File: src/rtl/pri_enc_scan_if.sv
`timescale 1ns/1ps
`default_nettype none
// +----------------------------------------------------------------------+
// | pri_enc_scan_if : request-in / index-out handshake bundle            |
// | Revision : 1.0                                                       |
// +----------------------------------------------------------------------+
interface pri_enc_scan_if #(
   parameter int WIDTH = 8
);
   localparam int IDX_W = $clog2(WIDTH);

   logic             in_valid;
   logic             in_ready;
   logic [WIDTH-1:0] x;
   logic             mode;
   logic             out_valid;
   logic             out_ready;
   logic [IDX_W-1:0] y;
   logic             idc;
   logic             out_last;

   modport master (
      output in_valid, x, mode, out_ready,
      input  in_ready, out_valid, y, idc, out_last
   );

   modport slave (
      input  in_valid, x, mode, out_ready,
      output in_ready, out_valid, y, idc, out_last
   );
endinterface
`default_nettype wire

File: src/rtl/pri_enc_scan.sv
`timescale 1ns/1ps
`default_nettype none
// +----------------------------------------------------------------------+
// | pri_enc_scan : handshaked priority encoder with optional bit drain   |
// | Revision : 1.0                                                       |
// +----------------------------------------------------------------------+
module pri_enc_scan #(
   parameter int WIDTH     = 8,
   parameter bit MSB_FIRST = 1'b1
) (
   input  logic           clk,
   input  logic           rst,
   input  logic           en,
   pri_enc_scan_if.slave  bus
);
   localparam int IDX_W = $clog2(WIDTH);

   typedef enum logic [0:0] {
      IDLE = 1'b0,
      BUSY = 1'b1
   } state_t;

   state_t           r_state;
   logic [WIDTH-1:0] r_pend;
   logic             r_mode;
   logic             r_zero;

   logic [IDX_W-1:0] w_idx;
   logic [WIDTH-1:0] w_sel;
   logic [WIDTH-1:0] w_rest;
   logic             w_busy;
   logic             w_last;

   // Later matches overwrite earlier ones, so scan direction sets priority.
   always_comb begin
      w_idx = '0;
      if (MSB_FIRST) begin
         for (int i = 0; i < WIDTH; i++) begin
            if (r_pend[i]) w_idx = IDX_W'(i);
         end
      end else begin
         for (int i = WIDTH - 1; i >= 0; i--) begin
            if (r_pend[i]) w_idx = IDX_W'(i);
         end
      end
   end

   assign w_sel  = WIDTH'(1) << w_idx;
   assign w_rest = r_pend & ~w_sel;
   assign w_busy = (r_state == BUSY);
   assign w_last = r_zero | ~r_mode | (w_rest == '0);

   // rst gates in_ready so it is low for the whole reset window, not just after an edge.
   assign bus.in_ready  = ~rst & en & ~w_busy;
   assign bus.out_valid = w_busy;
   assign bus.y         = (w_busy & ~r_zero) ? w_idx : '0;
   assign bus.idc       = w_busy & ~r_zero;
   assign bus.out_last  = w_busy & w_last;

   always_ff @(posedge clk or posedge rst) begin
      if (rst) begin
         r_state <= IDLE;
         r_pend  <= '0;
         r_mode  <= 1'b0;
         r_zero  <= 1'b0;
      end else begin
         case (r_state)
            IDLE: begin
               if (bus.in_valid && en) begin
                  r_pend  <= bus.x;
                  r_mode  <= bus.mode;
                  r_zero  <= (bus.x == '0);
                  r_state <= BUSY;
               end
            end
            BUSY: begin
               if (bus.out_ready) begin
                  if (w_last) begin
                     r_pend  <= '0;
                     r_state <= IDLE;
                  end else begin
                     r_pend  <= w_rest;
                  end
               end
            end
            default: r_state <= IDLE;
         endcase
      end
   end
endmodule
`default_nettype wire

File: src/flat_wrapper.sv
// flat-port wrapper written by rule: the top's interface ports become plain ports
module pri_enc_scan_flat 
#(
   parameter int WIDTH     = 8,
   parameter bit MSB_FIRST = 1'b1
)
  (clk, rst, en, bus_in_valid, bus_x, bus_mode, bus_out_ready, bus_in_ready, bus_out_valid, bus_y, bus_idc, bus_out_last);
  pri_enc_scan_if #(.WIDTH(WIDTH)) bus_i ();
  input  logic clk;
  input  logic rst;
  input  logic en;
  input wire logic [$bits(bus_i.in_valid)-1:0] bus_in_valid;
  input wire logic [$bits(bus_i.x)-1:0] bus_x;
  input wire logic [$bits(bus_i.mode)-1:0] bus_mode;
  input wire logic [$bits(bus_i.out_ready)-1:0] bus_out_ready;
  output wire logic [$bits(bus_i.in_ready)-1:0] bus_in_ready;
  output wire logic [$bits(bus_i.out_valid)-1:0] bus_out_valid;
  output wire logic [$bits(bus_i.y)-1:0] bus_y;
  output wire logic [$bits(bus_i.idc)-1:0] bus_idc;
  output wire logic [$bits(bus_i.out_last)-1:0] bus_out_last;
  assign bus_i.in_valid = bus_in_valid;
  assign bus_i.x = bus_x;
  assign bus_i.mode = bus_mode;
  assign bus_i.out_ready = bus_out_ready;
  assign bus_in_ready = bus_i.in_ready;
  assign bus_out_valid = bus_i.out_valid;
  assign bus_y = bus_i.y;
  assign bus_idc = bus_i.idc;
  assign bus_out_last = bus_i.out_last;
  pri_enc_scan #(.WIDTH(WIDTH), .MSB_FIRST(MSB_FIRST)) u_core (.clk(clk), .rst(rst), .en(en), .bus(bus_i));
endmodule
File: config.mk
export PLATFORM = sky130hd
export DESIGN_NAME = pri_enc_scan_flat
export DESIGN_NICKNAME = d
export VERILOG_FILES = /design/src/rtl/pri_enc_scan_if.sv /design/src/rtl/pri_enc_scan.sv /design/src/flat_wrapper.sv
export SDC_FILE = /design/constraint.sdc
export NUM_CORES = 1
export LEC_CHECK = 0
export BUFFER_PORTS_ARGS = -buffer_cell sky130_fd_sc_hd__buf_2
export CORE_MARGIN = 3
export CORE_UTILIZATION = 50
export DETAILED_ROUTE_END_ITERATION = 6
export PLACE_DENSITY = 0.85
export SLEW_MARGIN = 5
export SYNTH_ARGS = -nofsm -noshare
export SYNTH_HDL_FRONTEND = slang
export SYNTH_SLANG_ARGS = --single-unit
File: constraint.sdc
create_clock -name clk -period 5.5 [get_ports clk]
set_clock_uncertainty 0.1 [all_clocks]
set_input_delay 1.1 -clock clk [delete_from_list [all_inputs] [get_ports clk]]
set_output_delay 1.1 -clock clk [all_outputs]
set_load 0.03 [all_outputs]
After elaboration in Yosys (flattened, before gate mapping)

Cells that the tools add are included.

Flip-flop bits (word level): 11
Input port bits: 14

Equal/unequal tests: 2
Shift operators: 1
Reduce and logical (&&, ||, !) cells: 5
Mux-type cells: 16
Bitwise gates (word level): 12

Operators with widths:

| operator                                                           | number |
|---|---|
| 8-bit 2-to-1 mux                                                   | 3 |
| 3-bit 2-to-1 mux                                                   | 7 |
| 8-bit zero test                                                    | 2 |
| 8-bit case mux with 2 select lines                                 | 1 |
| 8-bit bitwise AND                                                  | 1 |
| 8-bit NOT                                                          | 1 |
| 1-bit by 3-bit left shift with 8-bit output (first input constant) | 1 |
| 1-bit bitwise AND                                                  | 4 |
| 1-bit 2-to-1 mux                                                   | 4 |
| 2-bit inequality test (second input constant)                      | 2 |
| 1-bit NOT                                                          | 4 |
| 2-bit AND reduction                                                | 2 |
| 1-bit bitwise OR                                                   | 2 |
| 1-bit case mux with 2 select lines                                 | 1 |
| 1-bit logical AND                                                  | 1 |

Longest topological paths before layout

Gate-level depths: netlist (run 1).

Depth after elaboration: 15
Gate-level depth with buffers: 5
Gate-level depth less buffers: 5

Worst setup path after synthesis (run 1)

No wires, ideal clock.

Kind: reg-to-output
Start point: register u_core.r_pend[5]
End point: output bus_out_last
Arrival time: 1816 ps
Cell stages (with the launch flop): 6
Path buffers: 1
Setup slack: 2484 ps
Cells stage by stage: dfrtp_1 buf_6 or4_4 or4_1 nand3_1 o31a_1

Cells in the longest elaborated chain, start to end: 9

Ends and longest elaborated chain:

| item                                        | RTL line           | source |
|---|---|---|
| from (decl)                                 | pri_enc_scan.sv:24 | `logic [WIDTH-1:0] r_pend;` |
| from (signal assigned)                      | pri_enc_scan.sv:70 | `r_pend <= bus.x;` |
| from (signal assigned)                      | pri_enc_scan.sv:82 | `r_pend <= w_rest;` |
| 3-bit 2-to-1 mux (3 in a row)               | pri_enc_scan.sv:39 | `if (r_pend[i]) w_idx = IDX_W'(i);` |
| 1-bit by 3-bit left shift with 8-bit output | pri_enc_scan.sv:48 | `assign w_sel = WIDTH'(1) << w_idx;` |
| 8-bit NOT                                   | pri_enc_scan.sv:49 | `assign w_rest = r_pend & ~w_sel;` |
| 8-bit bitwise AND (*)                       | pri_enc_scan.sv:49 |  |
| 8-bit zero test (*)                         | pri_enc_scan.sv:51 | `assign w_last = r_zero \| ~r_mode \| (w_rest == '0);` |
| 1-bit bitwise OR (*)                        | pri_enc_scan.sv:51 |  |
| 1-bit bitwise AND (*)                       | pri_enc_scan.sv:58 | `assign bus.out_last = w_busy & w_last;` |
| to (decl)                                   | flat_wrapper.sv:20 | `output wire logic [$bits(bus_i.out_last)-1:0] bus_out_last;` |

Mark *: on every way between the ends. The rest lies on a longest branch, timed or not.

Worst setup path in the final report (run 1)

Ends and elaborated chain as after synthesis.

==> flow_summary.json, run 1 <==
{
  "drtIter0Drc": 15,
  "holdPathStages": 2,
  "endpoint_kind": "primary output",
  "layout_commonest_cell": "buf_2",
  "hold_class": "flop to flop",
  "cp-start-kind": "flop",
  "ctsResizeCount": 0,
  "yosysSeqAreaShare": 0.409,
  "cp_max_fo": 8,
  "synth_fa_ha_area_frac": 0.0149,
  "slew_headroom": 0.599,
  "cts_hold_buf": 0,
  "final_layout_size_suffix_gt1_frac": 0.253,
  "synth_xor_area_frac": 0,
  "cts_tree": "done",
  "finalPower_mw": 0.468,
  "place.gp.congestion": 0.882,
  "cts_buffers": 3,
  "nFillCells": 98,
  "die_h_um": 42.7,
  "synth_top_family_by_area": "compound AO/OA/AOI/OAI gates",
  "clockRootBuffer": "clkbuf_4",
  "setup.worst_path.class": "flop to primary output",
  "synthesis.nets": 93,
  "slowest_delay_ns": 0.58,
  "hold_viol": 0,
  "num_antenna_cells": 0,
  "grt_max_degree": 13,
  "synth.largest_area_cell": "dfrtp_1",
  "cp_cell_sequence": "or4_4 -> or4_1 -> nand3_1 -> o31a_1 -> buf_2",
  "vdd_drop_max_uv": 404,
  "critPathRequiredTime_ns": 4.30,
  "ys_ff_latch": 11,
  "core.rowCount": 12,
  "ys_types": 27,
  "max_freq_mhz": 294,
  "wire_per_inst_um": 14.6,
  "vias_per_cell": 6.17,
  "rsz0062_at_grt": "no",
  "synth_mux_area_frac": 0,
  "vias": 697,
  "slowest_stage": "or4_4",
  "drc": 0,
  "ant_nets": 0,
  "ios": 21,
  "synthFlopType": "dfrtp_1",
  "final_nets": 114,
  "placedCellCount": 109,
  "cts_setup_buffers": 0,
  "avgSynthCellArea_sq_um": 8.52,
  "drv_cap": 0,
  "clockBufferDepth": 2,
  "stdcell_count": 113,
  "syn_area_sq_um": 673,
  "period_share": 0.619,
  "ys_async_sr_fraction": 1.00,
  "grt_pass1_wl_mm": 2.72,
  "syn_inst": 79,
  "areaGrowthSynthToFinish_pct": 17.5,
  "final-setup-viol-count": 0,
  "grt_pass1_vias": 657,
  "routed_wl_mm": 1.65,
  "period_needed_ns": 3.41,
  "tightest_slew_ns": 0.595,
  "p_leak_nw": 0.385,
  "pre_cts_ws_ns": 2.35,
  "ys_warn_count": 0,
  "start_util": 0.568,
  "final_cell_mix": "buf_2 (20), dfrtp_1 (11), o21ai_0 (10)",
  "core_sq_um": 1190,
  "h-tree-depth": 1,
  "yosys-top-cells-area": "dfrtp_1 (41%), o21ai_0 (7.4%), a22o_1 (6.5%)",
  "post-dp-hpwl_mm": 1.23,
  "die_x_um": 42.7,
  "synth-simple-area-share": 0.249,
  "power_density_nw_per_um2": 591,
  "setup_tns_ns": 0,
  "clock_latency_ns": 0.26,
  "crit_arrival_ns": 2.21,
  "gr-total-overflow": 0,
  "dieArea_sq_um": 1820,
  "synth_edf_count": 0,
  "first_pass_iters": 4,
  "clk_pin_slew_worst_paths_ns": 0.07,
  "final.setup.worst_slack_ns": 2.09,
  "status": "finished clean",
  "port_buffers": 20,
  "reg2reg_depth": 4,
  "grt_usage": 0.194,
  "synth-compound-area-share": 0.255,
  "slew_violations": 0,
  "yosys.area.top_type_share": 0.409,
  "cts_sinks": 11,
  "antenna_found_initial": 0
}
==> power breakdown <==
group	switching, mW	internal, mW
logic	0.150	0.0964
clock network	0.0265	0.0281
registers	0.0547	0.112
==> sequential cells by signal (all words and copies together), names as in the netlist <==
name and count:
u_core.r_mode 1, u_core.r_zero 1, u_core.bus.out_valid 1, u_core.r_pend 8
==> final timing paths <==
| path | endpoint | start | slack (ns) |
|---|---|---|---|
| max in group asynchronous | u_core.r_pend[3] | rst | 4.28 |
| hold / removal | u_core.r_zero | u_core.r_zero | 0.45 |
| min in group asynchronous | u_core.r_pend[0] | rst | 0.72 |
| setup reg to reg | u_core.bus.out_valid | u_core.r_pend[5] | 3.53 |
| setup / recovery | bus_out_last | u_core.r_pend[5] | 2.09 |
| hold reg to reg | u_core.r_zero | u_core.r_zero | 0.45 |
==> final cells by class <==
| type | instances | area, sq um | share of cell area |
|---|---|---|---|
| clock buffer | 4 | 26.3 | 0.0332 |
| sequential | 11 | 275 | 0.348 |
| multi-input combinational | 58 | 349 | 0.441 |
| tap | 14 | 17.5 | 0.0222 |
| timing repair buffer | 20 | 100 | 0.127 |
| inverter | 6 | 22.5 | 0.0285 |
==> synth_stat cells, drive strengths merged, types with 2 or more instances <==
master	number
nor3	3
inv	6
a22o	6
or4	2
dfrtp	11
nand2	9
a21oi	4
nand2b	2
and3	2
a211oi	2
o21ai	10
nor4	5
nor2	3
clkbuf	2
nand3	2
buf	2
==> cell families after synthesis <==
group                    after synthesis
flip-flops                            11
AND/OR/NAND/NOR                       31
AO/OA/AOI/OAI                         26
adder cells (fa/ha/maj)                1
buffers and inverters                 10
==> metal layers <==
layer	track usage	share of wire	vias up
met5	0	0	-
met4	0.0807	0.020	0
met3	0.0466	0.071	7
met2	0.317	0.45	27
met1	0.242	0.46	330
li1	-	-	333
==> worst max-delay path: cells and delay by family (launching register included) <==
kind,cells,cell delay [ns]
flip-flops,1,0.46
buffers and inverters,1,0.19
AND/OR/NAND/NOR,3,1.15
AO/OA/AOI/OAI,1,0.14
==> through the flow <==
stage	utilization	hold slack, ns	cell area (sq um)
after floorplan	-	0.377	673
after global placement	0.645	0.423	764
after detailed placement	0.645	0.446	764
after CTS	0.667	0.459	791
after global routing	0.667	0.474	791
final	0.667	0.455	791
Note: power is estimated with default switching activity, not from simulation.
==> inputs of run 2 (changes only) <==
--- a/config.mk
+++ b/config.mk
@@ -7,9 +7,9 @@
 export LEC_CHECK = 0
 export BUFFER_PORTS_ARGS = -buffer_cell sky130_fd_sc_hd__buf_2
 export CORE_MARGIN = 3
-export CORE_UTILIZATION = 50
+export CORE_UTILIZATION = 48
 export DETAILED_ROUTE_END_ITERATION = 6
-export PLACE_DENSITY = 0.85
+export PLACE_DENSITY = 0.83
 export SLEW_MARGIN = 5
 export SYNTH_ARGS = -nofsm -noshare
 export SYNTH_HDL_FRONTEND = slang
==> constraint.sdc (replaced) <==
create_clock -name clk -period 3.2 [get_ports clk]
set_clock_uncertainty 0.1 [all_clocks]
set_input_delay 0.64 -clock clk [delete_from_list [all_inputs] [get_ports clk]]
set_output_delay 0.64 -clock clk [all_outputs]
set_load 0.03 [all_outputs]
==> run 2 against run 1 <==
Against the previous run: clock-buffer cell count did not move; combinational power is 72% higher; final cell count is 0.88% higher; routed wire length is 4.6% higher; register-to-register slack worse by 2.3 ns; non-clock buffer count up 1; sequential share of layout area shrank 0.33 points; sequential cell count is the same; via count rose by 5.3%; die area grew 3.6%; global-route usage up 0.32 points; first-iteration DRC count increased to 3.1 times the previous value; largest cell class unchanged.
==> flow_summary.json, run 2 (synthesis gave the netlist of run 1 again) <==
{
  "status": "finished clean",
  "final.setup.worst_slack_ns": 0.293,
  "nFillCells": 103,
  "die_h_um": 43.5,
  "cts_hold_buf": 0,
  "top_register": "u_core.r_pend",
  "drtIter0Drc": 46,
  "areaGrowthSynthToFinish_pct": 18.6,
  "drc": 0,
  "final_nets": 115,
  "cp-start-kind": "flop",
  "clockRootBuffer": "clkbuf_4",
  "core.rowCount": 12,
  "period_share": 0.908,
  "first_pass_iters": 4,
  "core_sq_um": 1200,
  "vias_per_cell": 6.44,
  "die_x_um": 43.5,
  "grt_max_degree": 13,
  "p_switching_mw": 0.402,
  "gr-total-overflow": 0,
  "slew_violations": 0,
  "largest_reg_flops": 8,
  "start_util": 0.560,
  "dieArea_sq_um": 1890,
  "swShare": 0.496,
  "r2r_slack_ns": 1.25,
  "use_met3": 0.0249,
  "setup_tns_ns": 0,
  "use_met2": 0.342,
  "internal_power_mw": 0.408,
  "setup.worst_path.class": "flop to primary output",
  "num_antenna_cells": 0,
  "pwr-share-seq": 0.359,
  "place.gp.congestion": 0.867,
  "endpoint_kind": "primary output",
  "wire_per_inst_um": 15.1,
  "drv_cap": 0,
  "grt_pass1_vias": 658,
  "ant_nets": 0,
  "pwr-share-comb": 0.523,
  "port_buffers": 20,
  "busiest_layer": "met2",
  "routed_wl_mm": 1.73,
  "clockBufferDepth": 2,
  "clock_latency_ns": 0.27,
  "cts_setup_buffers": 0,
  "crit_arrival_ns": 2.17,
  "power_density_nw_per_um2": 1010,
  "tightest_slew_ns": 0.570,
  "max_freq_mhz": 344,
  "cts_sinks": 11,
  "period_needed_ns": 2.91,
  "cts_buffers": 3,
  "cp_max_fo": 8,
  "ios": 21,
  "hold_viol": 0,
  "critPathRequiredTime_ns": 2.46,
  "post-dp-hpwl_mm": 1.31,
  "layout_commonest_cell": "buf_2",
  "ctsResizeCount": 0,
  "hold_class": "primary input to async pin",
  "clk_pin_slew_worst_paths_ns": 0.07,
  "final-setup-viol-count": 0,
  "grt_usage": 0.198,
  "final_cell_mix": "buf_2 (20), dfrtp_1 (11), o21ai_0 (10)",
  "antenna_found_initial": 0,
  "cts_tree": "done",
  "rsz0062_at_grt": "no",
  "p_leak_nw": 0.390,
  "vias": 734,
  "grt_pass1_wl_mm": 2.82,
  "met1_usage": 0.242,
  "pre_cts_ws_ns": 0.592,
  "vdd_drop_max_uv": 573,
  "slew_headroom": 0.616,
  "p_clk_frac": 0.118,
  "h-tree-depth": 1,
  "final_layout_size_suffix_gt1_frac": 0.260
}
-- run 2: cell count changes in the layout (fill, tap and decap cells not counted), sizes merged --
cell  delta
buf      +1
-- run 2: cell type report --
cell class              instances  area (sq um)  area share
repair buffers                 21           108       0.135
well taps                      14          17.5      0.0219
inverters                       6          22.5      0.0282
flip-flops and latches         11           275       0.345
clock buffers                   4          26.3      0.0329
multi-input cells              58           349       0.437
-- run 2: worst paths after layout --
path                             startpoint              endpoint  cells past startpoint
min in group clk              u_core.r_zero         u_core.r_zero                      2
max reg2reg                u_core.r_pend[5]  u_core.bus.out_valid                      4
max                        u_core.r_pend[5]          bus_out_last                      5
min                                     rst      u_core.r_pend[2]                      3
max in group asynchronous               rst         u_core.r_zero                      3
min reg2reg                   u_core.r_zero         u_core.r_zero                      2
-- run 2: through the flow --
stage	hold WS, ns	util	total power, mW	std cells	area, sq um
6_report	0.239	0.665	0.810	114	798
3_3_place_gp	0.420	0.643	0.698	110	772
5_1_grt	0.246	0.665	0.866	114	798
2_1_floorplan	0.377	-	0.607	79	673
4_1_cts	0.243	0.665	0.805	114	798
3_5_place_dp	0.440	0.643	0.709	110	772
-- run 2: critical path, cell delays in order (launching register included) --
cell	delay, ns
dfrtp_1	0.46
or4_4	0.59
or4_1	0.41
nand3_1	0.13
o31a_1	0.12
buf_2	0.18
-- run 2: metal layers --
| metal | up-vias | wire [um] |
|---|---|---|
| met1 | 337 | 666 |
| met2 | 50 | 853 |
| met3 | 7 | 168 |
| li1 | 340 | - |
| met5 | - | 0 |
| met4 | 0 | 39 |
-- run 2: power groups by stage --
| stage | clock network, mW | logic (mW) | registers, mW |
|---|---|---|---|
| after floorplan | 0 | 0.355 | 0.252 |
| after global placement | 0 | 0.414 | 0.283 |
| after detailed placement | 0 | 0.419 | 0.290 |
| after CTS | 0.0959 | 0.421 | 0.288 |
| after global routing | 0.104 | 0.463 | 0.298 |
| final | 0.0953 | 0.423 | 0.291 |
